<file path="config.mk">
export PLATFORM = sky130hd
export DESIGN_NAME = irq_pending_ctrl
export DESIGN_NICKNAME = d
export VERILOG_FILES = /design/src/rtl/irq_pending_ctrl.sv
export SDC_FILE = /design/constraint.sdc
export NUM_CORES = 1
export LEC_CHECK = 0
export BUFFER_PORTS_ARGS = -buffer_cell sky130_fd_sc_hd__buf_2
export CORE_UTILIZATION = 30
export DETAILED_ROUTE_END_ITERATION = 16
export SETUP_SLACK_MARGIN = 0.02
export SYNTH_ARGS = -nofsm -noshare
export SYNTH_HDL_FRONTEND = slang
export SYNTH_SLANG_ARGS = --single-unit
</file>
<file path="constraint.sdc">
create_clock -name i_clk -period 2.4 [get_ports i_clk]
set_clock_uncertainty 0.05 [all_clocks]
set_input_delay 0.48 -clock i_clk [delete_from_list [all_inputs] [get_ports i_clk]]
set_output_delay 0.48 -clock i_clk [all_outputs]
set_load 0.01 [all_outputs]
</file>
<file path="src/rtl/irq_pending_ctrl.sv">
// Interrupt front-end: synchronises raw IRQ lines, latches them into a masked
// pending set for the external priority encoder, and runs the CPU ack/EOI handshake.
//
// state   | meaning
// IDLE    | no request outstanding; waits for the encoder to report a pending source
// REQ     | o_irq asserted; waiting for CPU ack (or for the pending set to vanish)
// SERV    | source o_vec in service; new pends accumulate until EOI
module irq_pending_ctrl #(
    parameter int SYNC_STAGES = 2,
    parameter int EDGE_MODE   = 1
) (
    input  logic       i_clk,
    input  logic       i_rst,
    input  logic [3:0] i_irq,
    input  logic       i_mask_we,
    input  logic [3:0] i_mask_wdata,
    input  logic [1:0] i_enc_addr,
    input  logic       i_enc_zero,
    input  logic       i_ack,
    input  logic       i_eoi,
    output logic [3:0] o_pend,
    output logic       o_irq,
    output logic [1:0] o_vec,
    output logic       o_busy,
    output logic [3:0] o_mask
);

    localparam logic [1:0] ST_IDLE = 2'd0;
    localparam logic [1:0] ST_REQ  = 2'd1;
    localparam logic [1:0] ST_SERV = 2'd2;

    logic [3:0] r_sync [SYNC_STAGES];
    logic [3:0] r_hist;
    logic [3:0] r_pend;
    logic [3:0] r_mask;
    logic [1:0] r_state;
    logic       r_irq;
    logic       r_busy;
    logic [1:0] r_vec;

    logic [3:0] w_sync;
    logic [3:0] w_set;
    logic [3:0] w_clr;
    logic       w_ack_take;
    logic [1:0] w_state_nxt;

    always_ff @(posedge i_clk) begin
        if (i_rst) begin
            for (int i = 0; i < SYNC_STAGES; i++) begin
                r_sync[i] <= 4'b0000;
            end
            r_hist <= 4'b0000;
        end else begin
            r_sync[0] <= i_irq;
            for (int i = 1; i < SYNC_STAGES; i++) begin
                r_sync[i] <= r_sync[i-1];
            end
            r_hist <= w_sync;
        end
    end

    assign w_sync = r_sync[SYNC_STAGES-1];
    assign w_set  = (EDGE_MODE != 0) ? (w_sync & ~r_hist) : w_sync;

    // An ack is only honoured in REQ with a valid encoder result.
    assign w_ack_take = (r_state == ST_REQ) && i_ack && !i_enc_zero;
    assign w_clr      = w_ack_take ? (4'b0001 << i_enc_addr) : 4'b0000;

    // Set is OR-ed in after the clear so a fresh event on the acked bit survives.
    always_ff @(posedge i_clk) begin
        if (i_rst) begin
            r_pend <= 4'b0000;
            r_mask <= 4'b0000;
        end else begin
            r_pend <= (r_pend & ~w_clr) | w_set;
            if (i_mask_we) begin
                r_mask <= i_mask_wdata;
            end
        end
    end

    always_comb begin
        w_state_nxt = r_state;
        case (r_state)
            ST_IDLE: begin
                if (!i_enc_zero) begin
                    w_state_nxt = ST_REQ;
                end
            end
            ST_REQ: begin
                if (w_ack_take) begin
                    w_state_nxt = ST_SERV;
                end else if (i_enc_zero) begin
                    w_state_nxt = ST_IDLE;
                end
            end
            ST_SERV: begin
                if (i_eoi) begin
                    w_state_nxt = ST_IDLE;
                end
            end
            default: w_state_nxt = ST_IDLE;
        endcase
    end

    always_ff @(posedge i_clk) begin
        if (i_rst) begin
            r_state <= ST_IDLE;
            r_irq   <= 1'b0;
            r_busy  <= 1'b0;
            r_vec   <= 2'b00;
        end else begin
            r_state <= w_state_nxt;
            r_irq   <= (w_state_nxt == ST_REQ);
            r_busy  <= (w_state_nxt == ST_SERV);
            if (w_ack_take) begin
                r_vec <= i_enc_addr;
            end
        end
    end

    assign o_pend = r_pend & r_mask;
    assign o_irq  = r_irq;
    assign o_vec  = r_vec;
    assign o_busy = r_busy;
    assign o_mask = r_mask;

endmodule

</file>
==> impl_results.md, run 1 <==
- Status: finished clean
- Vias per Instance: 4.522
- Most common cell after layout, fill and taps aside: buf_2
- Number of top-level pins: 28
- Die X: 55.41 um
- Wirelength per Cell: 10.83 um
- DRC viols: 0
- DR top layer: met3
- Synth Register Bits: 26
- Initial Util: 0.3130
- CP Data Required Time: 2570 ps
- Most frequent cells in the layout: buf_2 (27), dfxtp_1 (26), nor2b_1 (10), mux2i_1 (6), nor2_1 (6)
- R2r startpoint: r_state[1]
- First-pass GRT wire length: 2.580 mm
- Grt total ovfl: 0
- Hold Path Class: input pin to flip-flop
- Clock Latency Late Sink: 320 ps
- Tot Pwr: 806.0 uW
- CTS tree: yes
- Hold wc startpoint: i_enc_zero
- Initial antenna violation count: 0
- Yosys warning total: 0
- Fin. Hold Viols: 0
- Max-slew headroom: 0.7556
- M1 WL: 712 um
- Worst Hold Depth: 2
- H-tree levels: 1
- Final ANT Viol Nets: 0
- CTS Sinks: 26
- Period utilization: 0.6102
- Peak supply drop: 0.3310 mV
- Share of post-route cells with drive strength above 1: 0.2991
- Top cell type's share of synthesized area: 0.6082
- Detailed route wirelength on metal3: 124 um
- Root buf cell: clkbuf_4
- Worst slew pin tran: 357.4 ps
- Initial DRC count: 9
- Area grow syn2layout: 25.44%
- Met2 wire length: 658 um
- PD cells: 750.8 nW/um^2
- Slowest stage delay, CP: 370 ps
- Post-Synthesis Cells: 79
- Hpwl dp: 1.053 mm
- WL final: 1.495 mm
- Largest area contributor in the netlist: dfxtp_1
- Avg Cell Area, Syn: 10.83 um^2
- Diode count: 0
- Max_cap viols: 0
- Sum Neg Setup Slack: 0 ps
- CTS buffer count: 3
- Nature of the critical path endpoint: flip-flop
- Filler Cell Count: 283
- Top cells by area, synth: dfxtp_1 (61%), nor2b_1 (7.3%), mux2i_1 (7.0%), and2_1 (2.9%), nor2_1 (2.6%)
- # setup viols final: 0
- CP cell instances: nand4bb_1, buf_4, or3b_1, a32o_1
- Startpoint Class: flip-flop
- R2R cell count: 4
- Slew Limit Fails: 0
- DIE AREA: 3070 um^2
- Reg clk slew, reported paths: 140 ps
- Die height: 55.41 um
- Critical path's slowest cell: dfxtp_1
- Vias in the first global route: 590
- Crit. Startpoint: r_state[1]
- Deepest clock path buffer count: 2
- Cts hold-fix bufs: 0
- RePlAce Congestion: 0.7738
- Pre-antenna DRT Iters: 2
- Fin crit period: 1465 ps
- Post-CTS Setup Bufs: 0
- Fin nets: 124
- Seq/Total Area, Yosys: 0.6082
- Synthesized net count: 95
- Critical-path maximum fanout: 8
- WS Path Type: flip-flop to flip-flop
- RSZ-0062 raised after global routing: no
- Total leakage power: 0.0005053 uW
- Placement Rows: 19
- Global Route Usage Sum: 0.1086
- CP arrival: 1630 ps
- Detailed-route via count: 624
- Core Area: 2734 um^2
- Max Fclk: 682.8 MHz
- Mapped cell area: 855.8 um^2
- CTS resizes: 0
- Unique masters post-synth: 20
- Pin count of the biggest net entering global routing: 22
- I/O Buffers: 27
==> final timing paths <==
check,slack [ps],end
worst min-delay path,290,o_irq
worst min register to register,380,r_pend[3]
worst max-delay path,940,r_pend[1]
worst max register to register,940,r_pend[1]
==> cell families after synthesis <==
logic type,share of synthesized area
AO/OA/AOI/OAI,0.09358
buffers and inverters,0.04093
flip-flops,0.6082
multiplexers,0.07018
AND/OR/NAND/NOR,0.1871
==> synth_stat cells <==
library cell  instances
or2b_1                1
and2_1                4
nor3b_1               1
a2111oi_0             2
nand4bb_1             1
dfxtp_1              26
a32o_1                1
nand2_1               4
or3b_1                1
o211ai_1              1
o2bb2ai_1             1
clkbuf_1              3
buf_2                 1
o311ai_0              1
o21ai_0               2
a221oi_1              2
nor2b_1              10
nor2_1                6
mux2i_1               6
inv_1                 5
==> state kept, by name, summed over array words and instances, names as in the netlist <==
signal   flops
r_pend       4
o_irq        1
o_mask       4
r_hist       4
r_state      2
o_vec        2
r_sync       8
o_busy       1
==> per-stage QoR <==
stage | setup slack, ps | instance area, um^2 | instances | util | hold WS (ps)
2_1_floorplan | 852.1 | 855.8 | 79 | - | 348.8
4_1_cts | 925.3 | 1074 | 138 | 0.3927 | 274.7
6_report | 935.4 | 1074 | 138 | 0.3927 | 288.0
5_1_grt | 850.6 | 1074 | 138 | 0.3927 | 287.1
3_3_place_gp | 716.9 | 1021 | 134 | 0.3735 | 355.2
3_5_place_dp | 696.7 | 1021 | 134 | 0.3735 | 359.5
==> worst max-delay path: cells and delay by family, from the launching register on <==
kind,cells,cell delay [ps]
AND/OR/NAND/NOR,2,520
flip-flops,1,370
AO/OA/AOI/OAI,1,250
buffers and inverters,1,180
==> area by class of cell <==
cell class	instances	area, um^2	share of cell area
clock buffers	3	22.52	0.02098
clock inverters	1	30.03	0.02797
inverters	5	18.77	0.01748
multi-input cells	44	300.3	0.2797
flip-flops and latches	26	520.5	0.4848
well taps	31	38.79	0.03613
repair buffers	28	142.6	0.1329
==> per-layer routing <==
layer  vias up  GRT usage
met3         0    0.03044
li1        323          -
met2        25     0.1790
met4         0    0.05357
met5         -          0
met1       276     0.1295
==> power breakdown <==
| group | total [uW] | leakage (uW) | switching, uW | internal (uW) |
|---|---|---|---|---|
| Sequential | 459 | 0.000214 | 7.99 | 451 |
| Clock | 293 | 0.0000279 | 124 | 169 |
| Combinational | 54.5 | 0.000264 | 27.0 | 27.5 |
Note: power is estimated with default switching activity, not from simulation.
==> run 2, diff against run 1 <==
- clock period: 2.4 -> 1.5 ns (I/O delays scaled with it)
==> impl_results.md, run 2 (synthesis results as in run 1) <==
- CTS tree: yes
- Fin. Hold Viols: 0
- Deepest clock path buffer count: 2
- Vias per Instance: 4.421
- CP Data Required Time: 1670 ps
- Status: finished clean
- Slew Limit Fails: 0
- Pin count of the biggest net entering global routing: 15
- First-pass GRT wire length: 2.518 mm
- Layout Utilization: 0.3922
- RSZ-0062 raised after global routing: no
- R2R Setup Slk: 190 ps
- Initial antenna violation count: 0
- Peak supply drop: 0.9160 mV
- Largest Register: r_sync
- Initial Util: 0.3130
- Cts hold-fix bufs: 0
- H-tree levels: 1
- CTS resizes: 0
- Startpoint Class: flip-flop
- Worst slew pin tran: 343.4 ps
- Max-slew headroom: 0.7651
- WL final: 1.431 mm
- Hold Path Class: input pin to flip-flop
- Pre-antenna DRT Iters: 3
- Top delay family on crit path: simple AND/OR/NAND/NOR gates
- Detailed-route via count: 619
- Vias in the first global route: 563
- # setup viols final: 0
- PD cells: 1085 nW/um^2
- Fin crit period: 1312 ps
- Die height: 55.41 um
- DIE AREA: 3070 um^2
- R2R cell count: 3
- Most frequent cells in the layout: buf_2 (27), dfxtp_1 (26), nor2b_1 (10), mux2i_1 (6), nor2_1 (6)
- Fin nets: 126
- Placement Rows: 19
- Initial DRC count: 5
- Post-CTS Setup Bufs: 0
- Core Area: 2734 um^2
- Wirelength per Cell: 10.22 um
- Hpwl dp: 1.111 mm
- RePlAce Congestion: 0.7501
- Slowest stage delay, CP: 410 ps
- Root buf cell: clkbuf_4
- Most common cell after layout, fill and taps aside: buf_2
- Worst setup path end: r_pend[1]
- Period utilization: 0.8747
- CTS buffer count: 3
- DRC viols: 0
- Reg clk slew, reported paths: 130 ps
- Crit. Startpoint: r_state[0]
- R2r startpoint: r_state[0]
- Diode count: 0
- Reg-to-reg endpoint: r_pend[1]
- Max FFs per register: 8
- Clock Latency Late Sink: 310 ps
- CTS Sinks: 26
- Die X: 55.41 um
- Tot Pwr: 1163 uW
- WS Path Type: flip-flop to flip-flop
- Final ANT Viol Nets: 0
- CP cell instances: nand4bb_1, or3b_1, a32o_1
- Grt total ovfl: 0
- Critical path's slowest cell: dfxtp_1
- Max Fclk: 762.2 MHz
- Area grow syn2layout: 25.29%
- Max_cap viols: 0
- WP buf/inv: 0
- Number of top-level pins: 28
- Critical path depth: 3
- Global Route Usage Sum: 0.1036
- I/O Buffers: 27
- Share of post-route cells with drive strength above 1: 0.3119
- Nature of the critical path endpoint: flip-flop
- Critical-path maximum fanout: 5
- CP arrival: 1480 ps
- Total leakage power: 0.0005086 uW
- Sum Neg Setup Slack: 0 ps
## run 2: changes by cell type in the layout (fill, tap and decap cells not counted), sizes merged
cell / delta
buf: +2
bufinv: -1
clkbuf: +1
## run 2: power by group
group	total [uW]	internal [uW]	switching, uW
registers	734	721	12.5
clock network	339	148	191
logic	90.0	46.4	43.7
## run 2: worst min-delay path by stage
| stage | start | end | depth (start not counted) |
|---|---|---|---|
| 2_1_floorplan | i_rst | r_hist[1] | 1 |
| 3_3_place_gp | r_hist[0] | r_pend[0] | 1 |
| 4_1_cts | i_enc_zero | o_irq | 2 |
| 3_5_place_dp | r_hist[0] | r_pend[0] | 1 |
| 6_report | i_enc_zero | o_irq | 2 |
| 5_1_grt | i_enc_zero | o_irq | 2 |
## run 2: final cells by class
class | count | area (um^2)
timing repair buffer | 30 | 157.7
clock buffer | 4 | 36.28
fill | 288 | 1662
tap | 31 | 38.79
sequential | 26 | 520.5
inverter | 5 | 18.77
multi-input combinational | 44 | 300.3
## run 2: worst reg2reg max path, stage by stage (launching register included)
cell	delay, ps
dfxtp_1	410
nand4bb_1	150
or3b_1	370
a32o_1	250
## run 2: metrics by stage
step	area, um^2	worst slack (ps)	instances	hold slack [ps]
detailed placement	1036	97.73	136	354.8
global route	1072	75.49	140	107.7
finish	1072	188.0	140	121.6
global placement	1036	130.5	136	352.9
floorplan	855.8	114.0	79	333.2
CTS	1072	177.5	140	108.4
## run 2: per-layer routing
layer  part of all wire  GRT usage  vias up
li1                   -          -      326
met1               0.48     0.1291      264
met2               0.42     0.1652       29
met3              0.096    0.05386        0
met4                  0    0.01071        0
met5                  0          0        -
